[config.mk]
export PLATFORM = sky130hd
export DESIGN_NAME = store_watch_monitor
export DESIGN_NICKNAME = d
export VERILOG_FILES = /design/src/rtl/store_watch_monitor.sv
export SDC_FILE = /design/constraint.sdc
export NUM_CORES = 1
export LEC_CHECK = 0
export ABC_CLOCK_PERIOD_IN_PS = 3890
export CORE_MARGIN = 3
export CORE_UTILIZATION = 30
export DETAILED_ROUTE_END_ITERATION = 6
export PLACE_DENSITY = 0.65
export SLEW_MARGIN = 10
export SYNTH_ARGS = -nofsm -noshare
export SYNTH_HDL_FRONTEND = slang
export SYNTH_SLANG_ARGS = --single-unit
[constraint.sdc]
create_clock -name clk -period 3.89 [get_ports clk]
set_input_delay 0.5835 -clock clk [delete_from_list [all_inputs] [get_ports clk]]
set_output_delay 0.5835 -clock clk [all_outputs]
set_load 0.01 [all_outputs]
[src/rtl/store_watch_monitor.sv]
// store_watch_monitor: programmable store-watch channels plus forwarding
// statistics; decides test pass/fail in hardware from snooped core stores.
// Ports:
//   clk, reset        : clock and sync active-high reset
//   cfg_*             : channel config write (ignored while armed)
//   start_i           : arm monitor
//   memwrite_i, dataadr_i, writedata_i : snooped store port
//   forwardae_i, forwardbe_i           : hazard-unit forward selects
//   armed_o, pass_o, fail_o            : monitor state
//   hit_vec_o         : per-channel done
//   cycle_cnt_o, store_cnt_o, fwd_a_cnt_o, fwd_b_cnt_o : statistics
module store_watch_monitor #(
  parameter int XLEN           = 32,
  parameter int NUM_WATCH      = 2,
  parameter int HIT_TARGET     = 1,
  parameter int TIMEOUT_CYCLES = 10000,
  parameter int CNT_W          = 16,
  localparam int IW = (NUM_WATCH > 1) ? $clog2(NUM_WATCH) : 1
) (
  input  logic                 clk,
  input  logic                 reset,
  input  logic                 cfg_we_i,
  input  logic [IW-1:0]        cfg_idx_i,
  input  logic                 cfg_en_i,
  input  logic [XLEN-1:0]      cfg_addr_i,
  input  logic [XLEN-1:0]      cfg_data_i,
  input  logic [XLEN-1:0]      cfg_mask_i,
  input  logic                 start_i,
  input  logic                 memwrite_i,
  input  logic [XLEN-1:0]      dataadr_i,
  input  logic [XLEN-1:0]      writedata_i,
  input  logic [1:0]           forwardae_i,
  input  logic [1:0]           forwardbe_i,
  output logic                 armed_o,
  output logic                 pass_o,
  output logic                 fail_o,
  output logic [NUM_WATCH-1:0] hit_vec_o,
  output logic [31:0]          cycle_cnt_o,
  output logic [CNT_W-1:0]     store_cnt_o,
  output logic [CNT_W-1:0]     fwd_a_cnt_o,
  output logic [CNT_W-1:0]     fwd_b_cnt_o
);

  localparam int HW = $clog2(HIT_TARGET + 1);
  localparam logic [HW-1:0] HT = HW'(HIT_TARGET);
  localparam logic [CNT_W-1:0] CMAX = '1;
  localparam logic [31:0] TLAST = 32'(TIMEOUT_CYCLES - 1);

  typedef enum logic [1:0] {
    IDLE, ARMED, PASS, FAIL
  } state_t;

  state_t state_q, state_d;

  logic [NUM_WATCH-1:0] en_q, en_d;
  logic [XLEN-1:0] addr_q [NUM_WATCH];
  logic [XLEN-1:0] data_q [NUM_WATCH];
  logic [XLEN-1:0] mask_q [NUM_WATCH];
  logic [HW-1:0]   hits_q [NUM_WATCH];
  logic [HW-1:0]   hits_d [NUM_WATCH];

  logic [NUM_WATCH-1:0] match, done, hv_d, hv_q;
  logic [31:0]          cyc_q;
  logic [CNT_W-1:0]     st_q, fa_q, fb_q;
  logic                 cfg_ok, arm, complete, timeout;

  always_comb begin
    cfg_ok = cfg_we_i && (state_q != ARMED)
          && (32'(cfg_idx_i) < 32'(NUM_WATCH));
    en_d = en_q;
    if (cfg_ok) en_d[cfg_idx_i] = cfg_en_i;
    // Arming looks at the enables as they will be after this edge.
    arm = (state_q != ARMED) && start_i && (|en_d);
    for (int i = 0; i < NUM_WATCH; i++) begin
      match[i] = memwrite_i && en_q[i]
              && (dataadr_i == addr_q[i])
              && (((writedata_i ^ data_q[i]) & mask_q[i]) == '0);
      hits_d[i] = hits_q[i];
      if (match[i] && hits_q[i] != HT) hits_d[i] = hits_q[i] + 1'b1;
      hv_d[i] = en_q[i] && (hits_d[i] == HT);
      done[i] = !en_q[i] || (hits_d[i] == HT);
    end
    complete = &done;
    timeout  = (cyc_q == TLAST);
    state_d  = state_q;
    unique case (state_q)
      ARMED: begin
        if (complete)     state_d = PASS;
        else if (timeout) state_d = FAIL;
      end
      default: begin
        if (arm) state_d = ARMED;
      end
    endcase
  end

  always_ff @(posedge clk) begin
    if (reset) begin
      state_q <= IDLE;
      en_q    <= '0;
      hv_q    <= '0;
      cyc_q   <= '0;
      st_q    <= '0;
      fa_q    <= '0;
      fb_q    <= '0;
      for (int i = 0; i < NUM_WATCH; i++) begin
        addr_q[i] <= '0;
        data_q[i] <= '0;
        mask_q[i] <= '0;
        hits_q[i] <= '0;
      end
    end else begin
      state_q <= state_d;
      if (cfg_ok) begin
        en_q              <= en_d;
        addr_q[cfg_idx_i] <= cfg_addr_i;
        data_q[cfg_idx_i] <= cfg_data_i;
        mask_q[cfg_idx_i] <= cfg_mask_i;
      end
      if (arm) begin
        hv_q  <= '0;
        cyc_q <= '0;
        st_q  <= '0;
        fa_q  <= '0;
        fb_q  <= '0;
        for (int i = 0; i < NUM_WATCH; i++) hits_q[i] <= '0;
      end else if (state_q == ARMED) begin
        cyc_q <= cyc_q + 32'd1;
        hv_q  <= hv_d;
        for (int i = 0; i < NUM_WATCH; i++) hits_q[i] <= hits_d[i];
        if (memwrite_i && st_q != CMAX)
          st_q <= st_q + 1'b1;
        if ((forwardae_i != 2'b00) && fa_q != CMAX)
          fa_q <= fa_q + 1'b1;
        if ((forwardbe_i != 2'b00) && fb_q != CMAX)
          fb_q <= fb_q + 1'b1;
      end
    end
  end

  assign armed_o     = (state_q == ARMED);
  assign pass_o      = (state_q == PASS);
  assign fail_o      = (state_q == FAIL);
  assign hit_vec_o   = hv_q;
  assign cycle_cnt_o = cyc_q;
  assign store_cnt_o = st_q;
  assign fwd_a_cnt_o = fa_q;
  assign fwd_b_cnt_o = fb_q;

endmodule

==> results.md <==
- The run finished with clean final reports.
- Row generation in the floorplan step produced 74 rows.
- The highest fanout seen on the critical path is 2.
- The final wirelength is 33.7 mm.
- Once detail routing completed, the nets flagged for antenna violations numbered 0.
- For this run, the register share of the synthesized area comes to 0.598.
- After synthesis, the mean cell area works out to 12.0 um^2.
- In this run the number of H-tree levels came out at 2.
- The clock root buffer is clkbuf_16.
- The clock net in this run drives a total of 280 sinks.
- Of the total power, the clock network draws 0.432.
- The endpoint class of the critical path is a register.
- The power spent charging and discharging nets is 1.63 mW.
- In the final design database the tool counted 1501 nets.
- The classification of the worst-slack hold path is register to register.
- The proportion of power drawn by flip-flops and latches is 0.473.
- The via count is 8516.
- The final count of negative-setup-slack endpoints is 0.
- The maximum number of pins on one net before global-route repair is 97.
- The initial DRC count is 427.
- At the later pin of the worst-skew pair, clock insertion delay measures 530 ps.
- The area growth from synthesis to layout is 34.6%.
- The largest vdd supply drop is 0.243 mV.
- In the routed design, unresolved DRC markers number 0.
- The global route total overflow is 0.
- The part of the cycle the worst path needs is 0.640.
- The netlist uses 50 different library cells.
- Counting every net in the synthesized netlist gives 1231.
- The number of antenna violations at the first check in global routing is 3.
- The global placement routability congestion is 0.786.
- The vertical extent of the die is 211 um.
- Counting instances in the post-synthesis netlist gives the leading cell types as and2_1, edfxtp_1, nor2_1, xor2_1, xnor2_1.
- The detail-routed net length per standard cell is 17.9 um.
- TritonCTS created 34 clock buffers.
- The number of synthesized flops with an enable pin is 194.
- During synthesis, Yosys emitted a total of 0 warnings.
- The area of the core is 41200 um^2.
- Setup repair after global routing left no endpoint under its margin.
- and2_1 is the most common cell in the netlist.
- Buffers added to address setup during post-CTS repair amount to 0.
- The overall track demand over capacity in global routing is 0.150.
- The placed cell count is 1822.
- After the flow finishes, the layout carries non-filler instances totaling 1885.
- The switching portion of total power is 0.225.
- The max-cap violation count is 0.
- The worst setup timing slack at the placement stage is 828 ps.
- The clock tree from TritonCTS is done.
- STA puts the critical path data arrival time at 2950 ps.
- The start-to-end type of the worst setup path is input port to register.
- STA classifies the critical path startpoint as an input port.
- Between clock sinks in the finished design, the worst skew comes to 9.01 ps.
- The leakage dissipation is 6.06 nW.
- Synthesis handed over a netlist of 1056 instances.
- The die covers 44600 um^2.
- In this run, post-CTS repair resized a total of 0 instances.
- Clock-pin slew was measured on the worst setup and hold paths at 50 ps.
- The share of flip-flops with an asynchronous set or reset is 0.
- The starting density of the core is 0.307.
- The final worst slack is 1400 ps.
- The post-synthesis instance area is 12600 um^2.
- Of the post-synthesis cell area, the dominant cell type holds 0.461.
- The final-report hold violation count is 0.
- The internal portion of the total power is 5.62 mW.
- The final-layout setup total negative slack is 0 ps.
- Using the TritonRoute via totals, the vias-per-cell ratio works out to 4.52.
- The time the final worst path needs with I/O delays and setup is 2490 ps.
- Among all flip-flop cells after synthesis, the most frequent one is edfxtp_1.
- The number of placed I/O pins is 256.
- The count of buffers from port buffering is 255.
- For this run, the detailed router's first-pass iteration total came to 5.
- The die width is 211 um.
- edfxtp_1 takes more of the synthesized area than any other cell.
- The number of buffers inserted for hold repair after clock tree synthesis is 0.
- The final-report max-slew violation count is 0.
- In this run the tightest slew margin relative to its limit is 0.568.
- The highest clock rate is 0.402 GHz.
- In the final layout, the share of cells above drive strength 1 is 0.0577.
- The wire length of the first global-routing pass is 51.2 mm.
- The via count of the first global-routing pass is 8851.
- The maximum buffer depth of the clock tree is 3.
- In this run the power density over the cells is 427 nW/um^2.
- The worst endpoint required time is 4350 ps.
- The power share of the combinational group is 0.095.
- The detailed placer's ending HPWL is 24.6 mm.
- The worst-margin pin slew is 642 ps.
- Yosys attributes the largest share of cell area to edfxtp_1, dfxtp_1, and2_1, xor2_1, xnor2_1.
- In this run, synthesis produced a sequential element count of 280.
-- flip-flops by register name, indices dropped and copies added (netlist names) --
name,cells
fwd_a_cnt_o,16
cycle_cnt_o,32
state_q,2
data_q,64
en_q,2
mask_q,64
hit_vec_o,2
store_cnt_o,16
addr_q,64
hits_q,2
fwd_b_cnt_o,16
-- worst paths after layout --
path | from | endpoint | slack (ps) | cells past startpoint
max | writedata_i[29] | state_q[1]$_SDFFE_PP0P_ | 1400 | 8
max reg2reg | cycle_cnt_o[0]$_SDFFE_PP0P_ | cycle_cnt_o[30]$_SDFFE_PP0P_ | 1410 | 8
min | hit_vec_o[0]$_SDFFE_PP0P_ | hit_vec_o[0]$_SDFFE_PP0P_ | 470 | 2
min reg2reg | hit_vec_o[0]$_SDFFE_PP0P_ | hit_vec_o[0]$_SDFFE_PP0P_ | 470 | 2
-- routing by layer --
metal,wire length [um],GRT usage,vias to the layer above
met5,13,0,-
met4,713,0.0425,2
met3,1850,0.0400,40
met2,16800,0.260,181
met1,14400,0.184,4082
li1,-,-,4211
-- placed cells by master, fill, tap and decap left out, types with 3 or more instances in the layout --
master	count
clkbuf_8	3
xor2_1	109
nand3_1	30
clkinv_2	4
nor3_1	10
nor4_1	13
mux2i_1	4
edfxtp_1	194
clkinv_1	7
clkbuf_16	37
buf_12	5
clkbuf_1	7
nand2_1	33
and2_1	196
a22o_1	4
clkdlybuf4s50_1	255
inv_1	14
nor2_1	112
ha_1	4
nand4_1	37
and3_1	6
xnor2_1	94
nor2_2	3
and4_1	6
buf_4	6
o21ai_0	3
a21oi_1	3
a221oi_1	4
a22oi_1	22
dfxtp_1	86
-- critical path: stages --
cell and delay (ps):
clkdlybuf4s50_1 450, xor2_1 160, a22o_1 310, a221oi_1 360
nand4_1 190, o41a_1 380, a221oi_2 340, o21ba_1 170
-- power groups by stage --
| stage | clock network [mW] | logic, mW | registers, mW |
|---|---|---|---|
| CTS | 3.24 | 0.709 | 3.44 |
| detailed placement | 0 | 0.706 | 3.50 |
| global route | 3.35 | 0.757 | 3.45 |
| finish | 3.13 | 0.690 | 3.43 |
| global placement | 0 | 0.702 | 3.49 |
| floorplan | 0 | 0.328 | 3.49 |
-- logic make-up (layout without fill, tap and decap cells) --
| kind of cell | count (synthesis) | after routing | share of synthesized area |
|---|---|---|---|
| AO/OA/AOI/OAI | 50 | 50 | 0.0318 |
| AND/OR/NAND/NOR | 468 | 468 | 0.208 |
| multiplexers | 4 | 4 | 0.00317 |
| adder cells (fa/ha/maj) | 4 | 4 | 0.00396 |
| buffers and inverters | 47 | 342 | 0.0153 |
| flip-flops | 280 | 280 | 0.598 |
| XOR/XNOR | 203 | 203 | 0.141 |
| other | 0 | 2 | 0 |
-- per-stage QoR --
step                      hold WS [ps]   util  instance area [um^2]  power, mW
final                              469  0.413                 17000       7.26
after global placement             457  0.386                 15900       4.19
after floorplan                    485      -                 12600       3.82
after CTS                          477  0.413                 17000       7.38
after detailed placement           470  0.386                 15900       4.20
after global routing               489  0.413                 17000       7.55
-- area by class of cell --
cell class | count | area, um^2
flip-flops and latches | 280 | 7550
diodes | 2 | 5.00
inverters | 15 | 61.3
repair buffers | 266 | 2700
clock buffers | 47 | 993
well taps | 532 | 666
clock inverters | 14 | 115
fillers | 3890 | 24200
multi-input cells | 729 | 4920
No activity file was read; power rests on OpenSTA's default activity.
